File: src/rtl/ifetch_seq_ctrl.sv
// Fetch sequencer: walks the fetch PC through I-TLB translation and I-cache access for the instruction buffer.
// Define IFETCH_SAME_PAGE_REDIRECT_EN to let a redirect into the last translated page skip translation.
module ifetch_seq_ctrl #(
    parameter int                ADDR_W    = 32,
    parameter int                PAGE_BITS = 12,
    parameter int                FETCH_B   = 8,
    parameter int                ID_W      = 4,
    parameter logic [ADDR_W-1:0] RESET_PC  = 32'hFFFF_FFF0
) (
    input  logic                        clk_i,
    input  logic                        rst_ni,
    input  logic                        redirect_valid_i,
    input  logic [ADDR_W-1:0]           redirect_pc_i,
    input  logic                        ibuf_full_i,
    output logic                        tlb_req_o,
    output logic [ADDR_W-PAGE_BITS-1:0] tlb_vpn_o,
    input  logic                        tlb_ack_i,
    input  logic                        tlb_fault_i,
    output logic                        ic_req_o,
    output logic [ADDR_W-1:0]           ic_addr_o,
    input  logic                        ic_ack_i,
    input  logic                        ic_miss_i,
    input  logic                        ic_fill_done_i,
    output logic                        fetch_not_ready_o,
    output logic [3:0]                  fetch_width_o,
    output logic                        page_bound_o,
    output logic [ID_W-1:0]             fetch_id_o,
    output logic                        fault_valid_o
);

    localparam int                 WB          = PAGE_BITS + 1;
    localparam logic [WB-1:0]      PAGE_SIZE_W = WB'(1 << PAGE_BITS);
    localparam logic [WB-1:0]      FETCH_W     = WB'(FETCH_B);
    localparam logic [WB-1:0]      BOUND_LIM   = WB'((1 << PAGE_BITS) - FETCH_B);

    typedef enum logic [2:0] {ST_RST, ST_XLATE, ST_FETCH, ST_MISS, ST_FAULT} state_e;

    state_e                state_q, state_d;
    logic [ADDR_W-1:0]     pc_q, pc_d;
    logic [ID_W-1:0]       id_q, id_d;

    logic [PAGE_BITS-1:0]  off;
    logic                  page_bound;
    logic [WB-1:0]         width;
    logic [ADDR_W-1:0]     pc_inc;
    logic                  page_cross;
    logic                  ic_req;
    logic                  accept;
    logic                  same_page_hit;

    // A fetch never spans a page: near the page end only the bytes up to the boundary are taken.
    assign off        = pc_q[PAGE_BITS-1:0];
    assign page_bound = ({1'b0, off} > BOUND_LIM);
    assign width      = page_bound ? (PAGE_SIZE_W - {1'b0, off}) : FETCH_W;
    assign pc_inc     = pc_q + {{(ADDR_W-WB){1'b0}}, width};
    assign page_cross = (pc_inc[PAGE_BITS-1:0] == '0);

    assign ic_req = (state_q == ST_FETCH) && !ibuf_full_i;
    assign accept = ic_req && ic_ack_i && !redirect_valid_i;

`ifdef IFETCH_SAME_PAGE_REDIRECT_EN
    logic [ADDR_W-PAGE_BITS-1:0] last_vpn_q;
    logic                        last_vpn_vld_q;

    always_ff @(posedge clk_i or negedge rst_ni) begin
        if (!rst_ni) begin
            last_vpn_q     <= '0;
            last_vpn_vld_q <= 1'b0;
        end else if (!redirect_valid_i && state_q == ST_XLATE && tlb_ack_i) begin
            if (tlb_fault_i) begin
                last_vpn_vld_q <= 1'b0;
            end else begin
                last_vpn_q     <= pc_q[ADDR_W-1:PAGE_BITS];
                last_vpn_vld_q <= 1'b1;
            end
        end
    end

    assign same_page_hit = last_vpn_vld_q && (redirect_pc_i[ADDR_W-1:PAGE_BITS] == last_vpn_q);
`else
    assign same_page_hit = 1'b0;
`endif

    always_ff @(posedge clk_i or negedge rst_ni) begin
        if (!rst_ni) begin
            state_q <= ST_RST;
            pc_q    <= RESET_PC;
            id_q    <= '0;
        end else begin
            state_q <= state_d;
            pc_q    <= pc_d;
            id_q    <= id_d;
        end
    end

    // Redirect overrides everything, abandoning any outstanding miss or fault.
    always_comb begin
        state_d = state_q;
        pc_d    = pc_q;
        id_d    = id_q;
        if (redirect_valid_i) begin
            pc_d    = redirect_pc_i;
            id_d    = id_q + ID_W'(1);
            state_d = same_page_hit ? ST_FETCH : ST_XLATE;
        end else begin
            unique case (state_q)
                ST_RST:   state_d = ST_XLATE;
                ST_XLATE: begin
                    if (tlb_ack_i) state_d = tlb_fault_i ? ST_FAULT : ST_FETCH;
                end
                ST_FETCH: begin
                    if (accept) begin
                        pc_d    = pc_inc;
                        id_d    = id_q + ID_W'(1);
                        state_d = page_cross ? ST_XLATE : ST_FETCH;
                    end else if (ic_req && ic_miss_i) begin
                        state_d = ST_MISS;
                    end
                end
                ST_MISS: begin
                    if (ic_fill_done_i) state_d = ST_FETCH;
                end
                ST_FAULT: state_d = ST_FAULT;
                default:  state_d = ST_RST;
            endcase
        end
    end

    always_comb begin
        tlb_req_o         = (state_q == ST_XLATE);
        tlb_vpn_o         = pc_q[ADDR_W-1:PAGE_BITS];
        ic_req_o          = ic_req;
        ic_addr_o         = pc_q;
        fetch_not_ready_o = !accept;
        fetch_width_o     = width[3:0];
        page_bound_o      = page_bound;
        fetch_id_o        = id_q;
        fault_valid_o     = (state_q == ST_FAULT);
    end

endmodule

File: config.mk
export PLATFORM = sky130hd
export DESIGN_NAME = ifetch_seq_ctrl
export DESIGN_NICKNAME = d
export VERILOG_FILES = /design/src/rtl/ifetch_seq_ctrl.sv
export SDC_FILE = /design/constraint.sdc
export NUM_CORES = 1
export LEC_CHECK = 0
export ABC_AREA = 1
export ABC_CLOCK_PERIOD_IN_PS = 3730
export CELL_PAD_IN_SITES_DETAIL_PLACEMENT = 2
export CELL_PAD_IN_SITES_GLOBAL_PLACEMENT = 2
export CORE_MARGIN = 4
export CORE_UTILIZATION = 25
export DETAILED_ROUTE_END_ITERATION = 6
export PLACE_DENSITY = 0.78
export SKIP_LAST_GASP = 1
export SYNTH_ARGS = -nofsm -noshare
export SYNTH_HDL_FRONTEND = slang
export SYNTH_SLANG_ARGS = --single-unit
File: constraint.sdc
create_clock -name clk_i -period 3.73 [get_ports clk_i]
set_input_delay 0.746 -clock clk_i [delete_from_list [all_inputs] [get_ports clk_i]]
set_output_delay 0.746 -clock clk_i [all_outputs]
set_load 0.1 [all_outputs]
==> impl_metrics.csv, run 1 <==
group,metric,value,unit
run_status,outcome,"completed",
clocking,cts_tree,"done",
clocking,clkLatencyLatePin,300,ps
floorplanning,core_area,13400,um2
timing,tightest_slew,1130,ps
finish,drive_gt1_share,19.0,%
grt,track_usage,17.8,%
min_path,min_from,"fetch_id_o[3]",
power_and_ir_drop,irDropWorstVdd,0.427,mV
power_and_ir_drop,comb_power_share,53.7,%
finish,ff_latch_area,1020,um2
min_path,holdPathEnd,"fetch_id_o[3]",
floorplanning,die_h,126,um
clocking,htree_levels,2,
finish,multi_input_area,2070,um2
grt,grt_max_degree,28,
timing,finalHoldViolations,0,
grt,antenna_found_initial,0,
timing,fin_crit_sh,89.0,%
worst_setup_path,path_class,"reg -> reg",
clocking,cts.sinks,39,
clocking,cts_root_buf,"clkbuf_16",
drt,drt_iter0_markers,79,
placed_design,post-place-ws,484,ps
synth,ys_ff_latch,39,
drt,avgViaCountPerCell,4.90,
power_and_ir_drop,p_switching,1380,uW
clocking,post_cts_buffers,0,
placed_design,place_area,4590,um2
clocking,numCtsBuffers,5,
timing,rsz0062_at_grt,"no",
finish,final_util,35.7,%
finish,n_antenna_cell,0,
finish,finalNetCount,654,
worst_setup_path,cp_data_required_time,3920,ps
grt,grt_overflow,0,
synth,synthCells,511,
synth,ys_dominant_reg_cell,"dfstp_2",
finish,fin_area,4780,um2
drt,drc,0,
floorplanning,initial_core_util,25.8,%
worst_setup_path,crit_top_cell,"nand2_1",
clocking,path_clk_slew,70,ps
worst_setup_path,path_buf_inv,2,
worst_setup_path,worstPathCellList,"inv_1 > ha_1 > a21oi_4 > nand3_4 > clkinvlp_4 > o31ai_4 > ha_4 > a21oi_2 > nor2_1 > a21boi_0 > nand3_1 > nand2_1 > nand2_1 > nor2_1 > nand3_1 > nand2_1 > nand2_1 > nand2_1 > nand2_1",
power_and_ir_drop,internal_power,1250,uW
floorplanning,dieWidth,126,um
worst_setup_path,r2r_start,"ic_addr_o[1]",
drt,ant_nets,0,
power_and_ir_drop,power.share.clock,21.9,%
floorplanning,fp-row-count,42,
finish,area_delta_synth_final,38.1,%
clocking,cts.path.max_buffers,2,
synth,synth_common_cells,"nand2_1, inv_1, nand3_1",
worst_setup_path,r2r_cells,19,
power_and_ir_drop,leakage,0.00218,uW
synth,synth_area,3460,um2
placed_design,io_buffers,105,
synth,synth.most_common_cell,"nand2_1",
synth,ys_seq_area_share,29.2,%
worst_setup_path,slowest_stage,"dfrtp_4",
power_and_ir_drop,p_sw_share,52.5,%
worst_setup_path,crit_path_start_kind,"flop",
finish,fillers,1638,
min_path,worstHoldPathCells,1,
synth,yosysTopAreaCell,"dfstp_2",
placed_design,gp_congestion,0.828,
power_and_ir_drop,seq_power_share,24.5,%
clocking,cts_hold_buf,0,
power_and_ir_drop,power.density,550,nW/um2
floorplanning,dieArea,15800,um2
timing,holdWs,469,ps
timing,period_needed,3320,ps
job,cap_violations,0,
grt,grt_first_pass_wirelength,23100,um
synth,netlist-cell-type-count,44,
timing,fin_ws,411,ps
clocking,cts_resized,0,
timing,drv_slew,0,
worst_setup_path,arrival,3510,ps
synth,yosysWarnings,0,
placed_design,dpl.hpwl,11300,um
synth,synth.top_cell.area_share,21.2,%
floorplanning,ioPinCount,106,
timing,tns,0,ps
worst_setup_path,max_stage_delay,470,ps
drt,dr.pass1.iters,4,
synth,ys_top_cells_by_area,"dfstp_2, nand2_1, dfrtp_1",
min_path,hold_path.class,"reg -> reg",
worst_setup_path,cp_top_family,"simple AND/OR/NAND/NOR gates",
synth,synthArstFlopShare,100,%
grt,grt_pass1_vias,4392,
worst_setup_path,r2r-end,"state_q[1]",
synth,avgSynthCellArea,6.78,um2
worst_setup_path,regToRegSetupSlack,410,ps
worst_setup_path,cp-end-kind,"flop",
timing,finClkSkew,8.81,ps
timing,setup_viol,0,
worst_setup_path,path_max_fanout,9,
drt,wl,13900,um
timing,fmax,301,MHz
timing,max-slew-margin-rel,23.4,%
synth,synth-edff-count,0,
drt,wl_per_cell,17.8,um
drt,vias,3826,
## how the worst max path moves through the flow
| stage | startpoint | end | slack (ps) | cells after the start |
|---|---|---|---|---|
| after detailed placement | ic_addr_o[1] | ic_addr_o[19] | 480 | 16 |
| after CTS | ic_addr_o[1] | state_q[1] | 440 | 21 |
| after global routing | ic_addr_o[1] | state_q[1] | 140 | 19 |
| after floorplan | ic_addr_o[6] | state_q[1] | 20 | 19 |
| after global placement | ic_addr_o[0] | ic_addr_o[19] | 600 | 16 |
| final | ic_addr_o[1] | state_q[1] | 410 | 19 |
## flip-flops by register name, summed over array words and instances (netlist names)
register,flops
ic_addr_o,32
fetch_id_o,4
state_q,3
## worst reg2reg max path: stages (launching register included)
cell and delay (ps):
dfrtp_4 470, inv_1 90, ha_1 330, a21oi_4 250, nand3_4 140, clkinvlp_4 120
o31ai_4 80, ha_4 170, a21oi_2 250, nor2_1 110, a21boi_0 270, nand3_1 140
nand2_1 130, nand2_1 70, nor2_1 170, nand3_1 160, nand2_1 100, nand2_1 50
nand2_1 60, nand2_1 50
## power groups by stage
stage | combinational (uW) | sequential (uW) | clock (uW)
floorplan | 638 | 1090 | 0
global placement | 1390 | 648 | 0
finish | 1410 | 645 | 575
CTS | 1420 | 649 | 595
detailed placement | 1420 | 654 | 0
global route | 1490 | 663 | 605
## per-layer routing
| layer | global-route usage (%) | up-vias | part of all wire, % |
|---|---|---|---|
| li1 | - | 1834 | - |
| met4 | 3.51 | 0 | 1.0 |
| met3 | 2.41 | 10 | 2.9 |
| met1 | 21.7 | 1909 | 44 |
| met5 | 0 | - | 0 |
| met2 | 33.4 | 73 | 52 |
## through the flow
stage / instances / total power (uW)
after floorplan: 515 / 1730
after global placement: 773 / 2040
after detailed placement: 773 / 2070
after CTS: 781 / 2660
after global routing: 781 / 2760
final: 781 / 2630
## layout make-up
| cell class | count | share of cell area, % |
|---|---|---|
| Tap cell | 176 | 4.60 |
| Inverter | 64 | 5.10 |
| Clock buffer | 6 | 2.69 |
| Multi-Input combinational cell | 382 | 43.4 |
| Timing Repair Buffer | 112 | 21.6 |
| Clock inverter | 2 | 1.26 |
| Sequential cell | 39 | 21.4 |
## cell families after synthesis
group,count (synthesis),share of synthesized area [%]
AND/OR/NAND/NOR,300,40.2
adder cells (fa/ha/maj),9,3.25
buffers and inverters,94,12.5
XOR/XNOR,10,2.53
flip-flops,39,29.2
AO/OA/AOI/OAI,58,12.2
other,1,0.108
## cells in the final DEF (no fill, tap or decap), types with 3 or more instances in the layout
cell type | netlist | final
nor2_2 | 5 | 6
nand3_1 | 48 | 48
nor2_1 | 40 | 39
xor2_1 | 5 | 5
o221ai_1 | 6 | 6
a21oi_2 | 4 | 4
xnor2_1 | 5 | 5
inv_2 | 4 | 5
nand2_1 | 159 | 159
clkdlybuf4s50_1 | 0 | 73
dfstp_2 | 28 | 28
nand2_4 | 6 | 6
o211ai_1 | 17 | 17
nor4_1 | 5 | 5
clkbuf_16 | 0 | 5
o21ai_0 | 6 | 6
dfrtp_1 | 11 | 7
buf_4 | 20 | 37
a21oi_1 | 14 | 13
nand4_1 | 12 | 12
ha_1 | 9 | 8
inv_1 | 59 | 57
conb_1 | 1 | 5
nand2_2 | 3 | 3
nor3_1 | 10 | 10
No activity file was read; power rests on OpenSTA's default activity.
==> inputs of run 2 (changes only) <==
Settings changed: ABC_CLOCK_PERIOD_IN_PS 3730 to 2810, CORE_UTILIZATION 25 to 23, PLACE_DENSITY 0.78 to 0.75.
Clock period 3.73 ns to 2.81 ns, I/O delays scaled along.
==> run 2 against run 1 <==
Against the previous run:
- die area increased by 8.1%
- fmax is 18% higher
- the run now ends with setup timing left
- register-to-register slack worse by 420 ps
- worst hold slack lost 170 ps
- largest power group unchanged
==> impl_metrics.csv, run 2 (synthesis gave the netlist of run 1 again) <==
group,metric,value,unit
clocking,htree_levels,2,
timing,finalHoldViolations,0,
grt,grt_first_pass_wirelength,24400,um
finish,final_common_cell,"nand2_1",
drt,ant_nets,0,
floorplanning,dieWidth,131,um
job,cap_violations,0,
placed_design,post-place-ws,-148,ps
clocking,path_clk_slew,70,ps
finish,final_util,37.2,%
finish,largest_reg_flops,32,
run_status,violations,"setup timing",
drt,drc,0,
timing,fin_crit_sh,100,%
clocking,cts.path.max_buffers,2,
min_path,hold_path.class,"in -> async",
power_and_ir_drop,irDropWorstVdd,0.466,mV
grt,grt_pass1_vias,4545,
grt,grt_max_degree,26,
power_and_ir_drop,fin_total_pwr,3610,uW
worst_setup_path,path_class,"reg -> reg",
floorplanning,core_area,14600,um2
grt,antenna_found_initial,0,
drt,vias,4067,
finish,area_delta_synth_final,57.4,%
timing,max-slew-margin-rel,52.0,%
drt,drt_iter0_markers,171,
grt,use_met3,3.50,%
grt,met1_usage,22.8,%
floorplanning,die_h,131,um
floorplanning,ioPinCount,106,
drt,wl_per_cell,18.6,um
finish,drive_gt1_share,38.3,%
finish,finalNetCount,705,
floorplanning,dieArea,17100,um2
finish,layout_common_cells,"nand2_1, buf_4, inv_1",
clocking,cts.sinks,39,
timing,drv_slew,0,
timing,fmax,355,MHz
drt,dr.pass1.iters,5,
timing,period_needed,2820,ps
clocking,clkLatencyLatePin,310,ps
placed_design,dpl.hpwl,12000,um
worst_setup_path,crit_path_start_kind,"flop",
grt,grt_overflow,0,
drt,avgViaCountPerCell,4.84,
worst_setup_path,cp_data_required_time,3060,ps
floorplanning,initial_core_util,23.7,%
worst_setup_path,arrival,3070,ps
grt,track_usage,18.5,%
timing,finClkSkew,5.55,ps
timing,setup_viol,2,
run_status,outcome,"finished with violations",
clocking,cts_tree,"done",
clocking,numCtsBuffers,5,
grt,grt-busiest-layer,"met2",
finish,n_antenna_cell,0,
grt,grtUsageMet2,32.9,%
timing,fin_ws,-9.57,ps
power_and_ir_drop,leakage,0.00257,uW
worst_setup_path,cp-end-kind,"flop",
placed_design,gp_congestion,0.857,
placed_design,io_buffers,105,
timing,tightest_slew,720,ps
drt,wl,15600,um
worst_setup_path,path_max_fanout,6,
power_and_ir_drop,power.density,661,nW/um2
floorplanning,fp-row-count,44,
timing,rsz0062_at_grt,"yes",
clocking,cts_root_buf,"clkbuf_16",
-- run 2: worst max-delay path, stage by stage, from the launching register on --
cell        delay (ps)
dfstp_4            630
nand2_4             70
a21oi_4            160
nand3_4            130
clkinvlp_4         110
o31ai_4             90
ha_4               300
nand4_1            120
nand2_2            120
inv_2               50
nand2_4             70
nand2_4             60
o21bai_4           160
nand2_4             80
a21boi_4           260
nand2_1             90
nand2_1             90
nand3_2             70
nand2_2             60
inv_1               30
-- run 2: power by group --
part           switching [uW]  internal [uW]
Clock                     279            412
Combinational            1540            523
Sequential                141            711
Total                    1960           1650
-- run 2: cell type report --
class | instances | area [um2]
sequential | 39 | 1050
clock buffer | 7 | 164
tap | 184 | 230
timing repair buffer | 163 | 1410
clock inverter | 1 | 8.76
inverter | 64 | 249
multi-input combinational | 382 | 2340
fill | 1695 | 9190
-- run 2: path summary, 6_finish.rpt --
path / startpoint / depth (start not counted) / slack (ps) / endpoint
setup / recovery: ic_addr_o[9] / 19 / -10 / ic_addr_o[24]
hold / removal: rst_ni / 1 / 290 / state_q[2]
setup reg to reg: ic_addr_o[9] / 19 / -10 / ic_addr_o[24]
hold reg to reg: fetch_id_o[3] / 1 / 480 / fetch_id_o[3]
max in group asynchronous: rst_ni / 2 / 1790 / ic_addr_o[26]
min in group clk_i: fetch_id_o[3] / 1 / 480 / fetch_id_o[3]
-- run 2: timing repair --
action	4_1_cts	5_1_grt
hold endpoints to repair	0	0
hold buffers	0	0
gates resized for setup	13	38
pin swaps	13	27
setup buffers	10	9
setup endpoints to repair	12	18
-- run 2: layer usage --
layer	routed length (um)	share of wire, %
met1	6550	42
met2	8130	52
met3	713	4.6
met4	257	1.6
met5	0	0
-- run 2: stage by stage --
| stage | hold WS [ps] | instances | instance area (um2) | setup TNS [ps] |
|---|---|---|---|---|
| 2_1_floorplan | 266 | 515 | 3650 | -16740 |
| 3_3_place_gp | 469 | 813 | 4940 | -15.7 |
| 3_5_place_dp | 469 | 813 | 4940 | -822 |
| 4_1_cts | 304 | 831 | 5240 | -8.41 |
| 5_1_grt | 334 | 840 | 5450 | -1710 |
| 6_report | 295 | 840 | 5450 | -16.8 |
